**src/rtl/res_drain.sv**
```systemverilog
// res_drain: streams num_rows accumulators from the result BRAM, requantizes each to int8 and emits them over valid/ready.
// Optional build macro RES_DRAIN_RELU_EN enables the ReLU clamp. Latency: rd_en to out_valid is 3 cycles; reads are credit-throttled so the FIFO never overflows.

// Small generic FIFO; registered output, same-cycle write+read legal when full.
module res_drain_fifo #(
    parameter int WIDTH = 9,
    parameter int DEPTH = 4,
    localparam int CW   = $clog2(DEPTH + 1),
    localparam int PW   = $clog2(DEPTH)
) (
    input  logic             clk,
    input  logic             rst_n,
    input  logic             wr_vld_i,
    input  logic [WIDTH-1:0] wr_dat_i,
    output logic             rd_vld_o,
    input  logic             rd_rdy_i,
    output logic [WIDTH-1:0] rd_dat_o,
    output logic [CW-1:0]    cnt_o
);
    logic [WIDTH-1:0] mem_q [DEPTH];
    logic [PW-1:0]    wr_ptr_q, rd_ptr_q;
    logic [CW-1:0]    cnt_q;
    logic             wr_en, rd_en;

    function automatic logic [PW-1:0] next_ptr(input logic [PW-1:0] p);
        return (p == PW'(DEPTH - 1)) ? '0 : p + PW'(1);
    endfunction

    assign rd_en    = rd_rdy_i && (cnt_q != '0);
    assign wr_en    = wr_vld_i && ((cnt_q != CW'(DEPTH)) || rd_en);
    assign rd_vld_o = (cnt_q != '0);
    assign rd_dat_o = mem_q[rd_ptr_q];
    assign cnt_o    = cnt_q;

    always_ff @(posedge clk or negedge rst_n) begin
        if (!rst_n) begin
            for (int i = 0; i < DEPTH; i++) mem_q[i] <= '0;
            wr_ptr_q <= '0;
            rd_ptr_q <= '0;
            cnt_q    <= '0;
        end else begin
            if (wr_en) begin
                mem_q[wr_ptr_q] <= wr_dat_i;
                wr_ptr_q        <= next_ptr(wr_ptr_q);
            end
            if (rd_en) rd_ptr_q <= next_ptr(rd_ptr_q);
            case ({wr_en, rd_en})
                2'b10:   cnt_q <= cnt_q + CW'(1);
                2'b01:   cnt_q <= cnt_q - CW'(1);
                default: cnt_q <= cnt_q;
            endcase
        end
    end
endmodule

module res_drain #(
    parameter int DATA_WIDTH  = 32,
    parameter int ADDR_WIDTH  = 10,
    parameter int OUT_WIDTH   = 8,
    parameter int SCALE_WIDTH = 16,
    parameter int FIFO_DEPTH  = 4
) (
    input  logic                   clk,
    input  logic                   rst_n,
    input  logic                   start,
    input  logic [ADDR_WIDTH:0]    num_rows,
    input  logic [SCALE_WIDTH-1:0] scale,
    input  logic [5:0]             shift,
    input  logic                   relu_en,
    output logic                   busy,
    output logic                   done,
    output logic                   rd_en,
    output logic [ADDR_WIDTH-1:0]  rd_addr,
    input  logic [DATA_WIDTH-1:0]  rd_data,
    output logic                   out_valid,
    input  logic                   out_ready,
    output logic [OUT_WIDTH-1:0]   out_data,
    output logic                   out_last
);
    localparam int PW = DATA_WIDTH + SCALE_WIDTH;
    localparam int CW = $clog2(FIFO_DEPTH + 1);
    localparam logic [5:0]           SHIFT_MAX = 6'(PW - 1);
    localparam logic [ADDR_WIDTH:0]  ONE       = (ADDR_WIDTH + 1)'(1);
    localparam logic signed [PW:0]   EONE      = (PW + 1)'(1);
    localparam logic signed [PW:0]   SAT_MAX   = (EONE <<< (OUT_WIDTH - 1)) - EONE;
    localparam logic signed [PW:0]   SAT_MIN   = -(EONE <<< (OUT_WIDTH - 1));

    typedef enum logic [1:0] {IDLE, ISSUE, DRAIN, DONE} state_t;

    state_t                 state_q, state_d;
    logic [ADDR_WIDTH:0]    rows_q, rows_d;
    logic [ADDR_WIDTH:0]    cnt_q, cnt_d;
    logic [SCALE_WIDTH-1:0] scale_q, scale_d;
    logic [5:0]             shift_q, shift_d;
    logic                   s1_vld_q, s1_last_q;
    logic                   s2_vld_q, s2_last_q;
    logic signed [PW-1:0]   prod_q, prod_d;
    logic signed [PW-1:0]   a_ext, b_ext;
    logic signed [PW:0]     rnd, sum, shifted;
    logic [OUT_WIDTH-1:0]   res;
    logic [CW-1:0]          fifo_cnt;
    logic [CW:0]            inflight;
    logic                   credit_ok, last_issue, hs_last;

`ifdef RES_DRAIN_RELU_EN
    logic relu_q, relu_d;
`else
    logic unused_relu;
    assign unused_relu = relu_en;
`endif

    // Occupancy counts reads already issued but not yet in the FIFO.
    assign inflight   = (CW + 1)'(fifo_cnt) + (CW + 1)'(s1_vld_q) + (CW + 1)'(s2_vld_q);
    assign credit_ok  = inflight < (CW + 1)'(FIFO_DEPTH);
    assign last_issue = (cnt_q + ONE) == rows_q;
    assign hs_last    = out_valid && out_ready && out_last;

    always_comb begin
        state_d = state_q;
        rows_d  = rows_q;
        cnt_d   = cnt_q;
        scale_d = scale_q;
        shift_d = shift_q;
`ifdef RES_DRAIN_RELU_EN
        relu_d  = relu_q;
`endif
        rd_en   = 1'b0;
        case (state_q)
            IDLE: begin
                if (start) begin
                    rows_d  = num_rows;
                    scale_d = scale;
                    shift_d = (shift > SHIFT_MAX) ? SHIFT_MAX : shift;
`ifdef RES_DRAIN_RELU_EN
                    relu_d  = relu_en;
`endif
                    cnt_d   = '0;
                    state_d = (num_rows == '0) ? DONE : ISSUE;
                end
            end
            ISSUE: begin
                if (credit_ok) begin
                    rd_en = 1'b1;
                    cnt_d = cnt_q + ONE;
                    if (last_issue) state_d = DRAIN;
                end
            end
            DRAIN:   if (hs_last) state_d = DONE;
            DONE:    state_d = IDLE;
            default: state_d = IDLE;
        endcase
    end

    assign busy    = (state_q != IDLE);
    assign done    = (state_q == DONE);
    assign rd_addr = cnt_q[ADDR_WIDTH-1:0];

    assign a_ext  = PW'($signed(rd_data));
    assign b_ext  = PW'($signed({1'b0, scale_q}));
    assign prod_d = a_ext * b_ext;

    // One extra bit keeps the rounding add from overflowing near full-scale products.
    always_comb begin
        rnd = '0;
        if (shift_q != 6'd0) rnd = EONE <<< (shift_q - 6'd1);
        sum     = {prod_q[PW-1], prod_q} + rnd;
        shifted = sum >>> shift_q;
`ifdef RES_DRAIN_RELU_EN
        if (relu_q && (shifted < 0)) shifted = '0;
`endif
        if (shifted > SAT_MAX)      res = SAT_MAX[OUT_WIDTH-1:0];
        else if (shifted < SAT_MIN) res = SAT_MIN[OUT_WIDTH-1:0];
        else                        res = shifted[OUT_WIDTH-1:0];
    end

    always_ff @(posedge clk or negedge rst_n) begin
        if (!rst_n) begin
            state_q   <= IDLE;
            rows_q    <= '0;
            cnt_q     <= '0;
            scale_q   <= '0;
            shift_q   <= '0;
`ifdef RES_DRAIN_RELU_EN
            relu_q    <= 1'b0;
`endif
            s1_vld_q  <= 1'b0;
            s1_last_q <= 1'b0;
            s2_vld_q  <= 1'b0;
            s2_last_q <= 1'b0;
            prod_q    <= '0;
        end else begin
            state_q   <= state_d;
            rows_q    <= rows_d;
            cnt_q     <= cnt_d;
            scale_q   <= scale_d;
            shift_q   <= shift_d;
`ifdef RES_DRAIN_RELU_EN
            relu_q    <= relu_d;
`endif
            s1_vld_q  <= rd_en;
            s1_last_q <= rd_en && last_issue;
            s2_vld_q  <= s1_vld_q;
            s2_last_q <= s1_last_q;
            if (s1_vld_q) prod_q <= prod_d;
        end
    end

    res_drain_fifo #(
        .WIDTH (OUT_WIDTH + 1),
        .DEPTH (FIFO_DEPTH)
    ) u_fifo (
        .clk      (clk),
        .rst_n    (rst_n),
        .wr_vld_i (s2_vld_q),
        .wr_dat_i ({s2_last_q, res}),
        .rd_vld_o (out_valid),
        .rd_rdy_i (out_ready),
        .rd_dat_o ({out_last, out_data}),
        .cnt_o    (fifo_cnt)
    );
endmodule

```
**config.mk**
```make
export PLATFORM = sky130hd
export DESIGN_NAME = res_drain
export DESIGN_NICKNAME = d
export VERILOG_FILES = /design/src/rtl/res_drain.sv
export SDC_FILE = /design/constraint.sdc
export NUM_CORES = 2
export LEC_CHECK = 0
export CORE_UTILIZATION = 50
export CTS_CLUSTER_SIZE = 16
export DETAILED_ROUTE_END_ITERATION = 6
export HOLD_SLACK_MARGIN = 0.06
export PLACE_DENSITY = 0.76
export SYNTH_ARGS = -nofsm -noshare
export SYNTH_HDL_FRONTEND = slang
export SYNTH_SLANG_ARGS = --single-unit
```
**constraint.sdc**
```tcl
create_clock -name clk -period 7.9 [get_ports clk]
set_input_delay 1.185 -clock clk [delete_from_list [all_inputs] [get_ports clk]]
set_output_delay 1.185 -clock clk [all_outputs]
set_load 0.02 [all_outputs]
```
Word level (Yosys, flattened, before mapping)
Index checks and enable logic that the tools add are counted.
Storage, ports and cells
  register bits after elaboration: 141
  bits in writable memories: 0
  output and inout port bits: 23
  input port bits: 70
  latch bits: 0
  memories kept: 0
  logic and storage cells: 91
  ROM bits: 0
Operators by class
  reductions and logical operators: 16
  shifts and indexed selects: 2
  div/mod/pow operators: 0
  magnitude comparators: 7
  muxes and demuxes: 24
  bitwise gates (word level): 2
  eq/ne operators: 13
  multiply operators: 1
  add/subtract/negate cells: 9
Operators by type and width (count)
  49-bit adder: 1
  49-bit by 8-bit > comparator with 1-bit output, second input constant: 1
  49-bit by 8-bit < comparator with 1-bit output, second input constant: 1
  49-bit two-way mux: 1
  2-bit by 6-bit <<< shifter with 49-bit output, first input constant: 1
  49-bit by 6-bit >>> shifter with 49-bit output: 1
  32-bit by 17-bit multiplier with 48-bit output: 1
  36-bit bitwise mux: 1
  9-bit two-way mux: 3
  11-bit two-way mux: 2
  11-bit case mux with 2 select lines: 1
  9-bit binary-select mux with 2-bit select: 1
  9-bit demux with 2-bit select: 1
  8-bit two-way mux: 2
  2-bit two-way mux: 7
  11-bit by 1-bit adder with 11-bit output, second input constant: 1
  11-bit == test: 1
  11-bit logical NOT: 1
  2-bit == test, second input constant: 5
  2-bit != test, second input constant: 4
  2-bit case mux with 4 select lines: 1
  3-bit >= comparator, second input constant: 2
  6-bit > comparator, second input constant: 1
  6-bit two-way mux: 1
  22 further kinds: 32

Depth between registers and ports, before layout
  depth in word-level cells: 9
  gate-level depth with buffers: 30
  depth with buffers taken out: 29

Cells and area by module
A second synthesis with hierarchy kept.
Unflattened totals
  cells, all modules: 3853
  area total of the unflattened synthesis: 32356.0 um2
By module, submodules not included
  res_drain: instances 1, area an instance 30369.1 um2, cells each 3727, seq. area each 2452.4 um2
  res_drain_fifo: instances 1, area an instance 1986.9 um2, cells each 126, seq. area each 1076.0 um2

Worst setup path after synthesis
OpenSTA, ideal clock, no wires.
  path type: input to register
  from: in rd_data[10]
  to: reg prod_q[45]
  stages: 26
  arrival: 7.586 ns
  buffers on the path: 1
  required time: 7.775 ns
  path slack: 0.190 ns
  cell sequence: clkbuf_1 -> nand2_1 -> fa_1 -> inv_1 -> fa_1 -> inv_1 -> fa_1 -> fa_1 -> inv_1 -> fa_1 -> fa_1 -> ha_1 -> nand2_1 -> or3_1 -> o21ai_0 -> a21oi_1 -> o21a_1 -> o31ai_1 -> o21a_1 -> a211oi_1 -> o31a_1 -> o31ai_1 -> a31o_2 -> a21oi_1 -> xnor2_1 -> mux2_2
On the way
  word-level cells in the longest chain between the ends: 1
RTL lines
  start, declared: line 74  | input logic [DATA_WIDTH-1:0] rd_data,
  32-bit by 17-bit multiplier with 48-bit output: line 160  | assign prod_d = a_ext * b_ext;
  end signal, assigned: line 204  | if (s1_vld_q) prod_q <= prod_d;
  end, declared: line 97  | logic signed [PW-1:0] prod_q, prod_d;
No other way between the ends.
A chain may end at the register's enable or synchronous reset.

Final worst setup path
  from: in rd_data[15]
  to: reg prod_q[45]
The elaborated chain is that of the path after synthesis.

==> out/metrics.csv <==
stage,metric,value,unit
yosys,Synth Area in Adders,36.3,%
floorplanning,die area,0.0667,mm^2
worst_setup_path,CP endpoint kind,flip-flop,
global_routing,initial antenna violation count,2,
worst_setup_path,Crit path required time,8.26,ns
outcome,status,completed,
cells_and_area,area of the multi-input gates,0.0263,mm^2
cells_and_area,FILL cells,5853,
yosys,"FFs w/ async S/R, synth",100,%
global_routing,Total GRT Usage,31.1,%
yosys,"Primary FF master, synth",dfrtp_1,
yosys,Post-Synth Simple-Gate Area,20.2,%
drt,WL final,101000,um
sta,Max Slew Vio Count,0,
floorplanning,die height,258,um
yosys,mux share of post-synthesis cell area,4.88,%
min_path,Hold Path Class,reg -> reg,
cts,Sink Count,141,
placed_design,PortBufs,91,
floorplanning,initial core utilization,50.7,%
global_routing,remaining global-route overflow,0,
sta,setup ws final,0.235,ns
yosys,number of flops mapped to enable cells by yosys,0,
cts,"Clk pin slew, worst setup/hold paths",0.07,ns
worst_setup_path,Setup crit start kind,input pin,
yosys,"Net Count, Synth",4679,
cells_and_area,Post-layout nets,4802,
sta,unrepaired setup endpoints after global routing,no,
yosys,Netlist cell types,97,
sta,clk_skew,0.0318,ns
cells_and_area,ANT cells,0,
yosys,sequential area share after synthesis,10.8,%
floorplanning,Die W,258,um
cts,clock tree buffer depth,2,
sta,Rel. slew slack,16.8,%
drt,via density per instance,6.02,
drt,DR DRC count,0,
sta,final hold vios,0,
yosys,main combinational cell family by area after synthesis,adder cells,
sta,Worst-Margin Slew,1.23,ns
yosys,xor/xnor share of the synthesized area,2.80,%
cells_and_area,FF+latch area,0.00353,mm^2
sta,fmax,0.130,GHz
drt,total vias in the final route,29742,
yosys,Mapped Avg Cell Area,8.31,um^2
yosys,Ys Warns,0,
floorplanning,total I/O pin count,93,
yosys,Gate Count Post-Synth,3948,
cells_and_area,Syn-to-layout area delta,11.0,%
cts,CTS tree,done,
placed_design,hpwl dp,81200,um
cts,root buffer cell,clkbuf_16,
yosys,Netlist Area Pre-Place,0.0328,mm^2
flow_run,max-cap viol count,0,
cts,Num CTS Buffers,17,
sta,final critical-path share of the clock period,97.0,%
global_routing,vias in the first global route,30157,
cells_and_area,layout cells sized above 1,10.4,%
yosys,post-synthesis compound-gate area fraction,15.7,%
drt,Routed Antenna Nets,0,
drt,drt pass-1 iters,7,
sta,setup TNS,0,ns
placed_design,pre-CTS WS,-0.505,ns
sta,"Setup violations, final",0,
global_routing,largest net degree at the start of global routing,79,
cts,Worst-Skew Late Latency,0.50,ns
placed_design,RePlAce Congestion,1.03,
global_routing,first-pass GRT wire length,164000,um
yosys,synthesized flop and latch total,141,
drt,initial drt markers,2926,
floorplanning,core area,0.0647,mm^2
worst_setup_path,crit path DAT,8.03,ns
cts,CTS H-tree depth,4,
floorplanning,FP Rows,93,
cells_and_area,final core utilization,56.3,%
drt,Routed WL per cell,20.4,um
sta,Tmin final,7.66,ns
worst_setup_path,peak fanout along the critical path,4,
worst_setup_path,CP Class,in -> reg,
-- per-layer routing --
metal	share of wire (%)	up-vias	global-route usage [%]
met5	0.013	-	0
met4	4.3	2	12.9
met3	8.6	310	6.06
met2	47	1402	50.8
met1	40	14701	40.5
li1	-	13327	-
-- metrics by stage --
step,instance area [um^2],cells,hold WS [ns]
2_1_floorplan,32800,3948,0.331
3_3_place_gp,35700,4903,0.338
3_5_place_dp,35700,4903,0.335
4_1_cts,36300,4935,0.345
5_1_grt,36400,4939,0.350
6_report,36400,4939,0.344
-- repair_timing --
action | CTS | global route
hold buffers | 0 | 0
hold endpoints to repair | 0 | 0
setup buffers | 0 | 4
setup endpoints to repair | 1 | 41
pin swaps | 0 | 21
resized for setup | 3 | 40
-- registers in the layout (all words and copies together), names as in the netlist --
register / flops
cnt_q: 11
prod_q: 48
rows_q: 11
s1_last_q: 1
s1_vld_q: 1
s2_last_q: 1
s2_vld_q: 1
scale_q: 16
shift_q: 6
state_q: 2
u_fifo.cnt_o: 3
u_fifo.mem_q: 36
u_fifo.rd_ptr_q: 2
u_fifo.wr_ptr_q: 2
-- cells in the mapped netlist, types with 15 or more instances --
| cell type | n | area [um^2] |
|---|---|---|
| inv_1 | 565 | 2120 |
| a31oi_1 | 36 | 225 |
| nor2_1 | 204 | 766 |
| a21o_1 | 54 | 405 |
| nor3_1 | 61 | 305 |
| ha_1 | 175 | 2190 |
| xnor2_1 | 73 | 639 |
| and2_1 | 245 | 1530 |
| o21a_1 | 23 | 173 |
| xor2_1 | 32 | 280 |
| mux4_2 | 26 | 586 |
| nand3_1 | 58 | 290 |
| clkbuf_1 | 177 | 664 |
| or3_1 | 19 | 119 |
| mux2_2 | 57 | 642 |
| o31ai_1 | 31 | 233 |
| a21oi_1 | 129 | 646 |
| a2111oi_0 | 15 | 131 |
| nand4_1 | 31 | 194 |
| o211ai_1 | 51 | 383 |
| a211o_1 | 15 | 131 |
| nor4_1 | 22 | 138 |
| buf_1 | 23 | 86.3 |
| nand2b_1 | 23 | 144 |
| a211oi_1 | 58 | 435 |
| o21ai_0 | 124 | 621 |
| dfrtp_1 | 141 | 3530 |
| nand2_1 | 635 | 2380 |
| and3_1 | 37 | 231 |
| mux2i_1 | 36 | 360 |
| fa_1 | 486 | 9730 |
| buf_2 | 18 | 90.1 |
-- cell usage in the layout (no fill, tap or decap), types with 122 or more instances in the layout --
cell,count
buf_4,233
o21ai_0,122
and2_1,243
inv_1,563
fa_1,484
a21oi_1,126
dfrtp_1,138
ha_1,174
nand2_1,634
nor2_1,203
-- layout make-up --
| type | count | area share [%] |
|---|---|---|
| clock buffers | 17 | 1.17 |
| clock inverters | 15 | 0.501 |
| inverters | 567 | 5.84 |
| multi-input cells | 3011 | 72.2 |
| flip-flops and latches | 141 | 9.69 |
| well taps | 855 | 2.94 |
| repair buffers | 333 | 7.66 |
-- logic make-up (layout without fill, tap and decap cells) --
| logic type | count (synthesis) | count (layout) |
|---|---|---|
| XOR/XNOR | 105 | 105 |
| AO/OA/AOI/OAI | 723 | 723 |
| flip-flops | 141 | 141 |
| adder cells (fa/ha/maj) | 661 | 661 |
| buffers and inverters | 796 | 932 |
| AND/OR/NAND/NOR | 1402 | 1402 |
| multiplexers | 120 | 120 |
-- worst paths after layout --
kind                            depth (start not counted)  slack [ns]                    from                      endpoint
worst max-delay path                                   28        0.24             rd_data[15]        prod_q[45]$_DFFE_PN0P_
worst min-delay path                                    0        0.34     s1_last_q$_DFF_PN0_           s2_last_q$_DFF_PN0_
worst max register to register                         21        0.30  shift_q[2]$_DFFE_PN0P_  u_fifo.mem_q[21]$_DFFE_PN0P_
worst min register to register                          0        0.34     s1_last_q$_DFF_PN0_           s2_last_q$_DFF_PN0_
max in group asynchronous                               2        5.81                   rst_n        prod_q[47]$_DFFE_PN0P_
min in group asynchronous                               1        0.73                   rst_n        shift_q[4]$_DFFE_PN0P_
-- worst max-delay path, cell delays in order --
cell and delay [ns]:
clkdlybuf4s50_1 0.49, nand2_1 0.10, fa_1 0.57, inv_1 0.06, fa_1 0.53, inv_1 0.05, fa_1 0.50, fa_1 0.51
fa_1 0.50, inv_1 0.05, fa_1 0.46, ha_1 0.31, a21o_1 0.16, a21o_1 0.16, a21o_1 0.18, a21oi_2 0.21
nor2_1 0.09, nor2_2 0.14, o31ai_4 0.10, o21a_2 0.24, a211oi_2 0.26, o31a_1 0.22, o31ai_2 0.08, buf_4 0.15
a31o_2 0.23, a21oi_1 0.17, xnor2_1 0.08, mux2_2 0.25
Power is left out: the tool's default activity adds up to more than one toggle a clock period on the data nets, which glitch-free logic cannot reach.
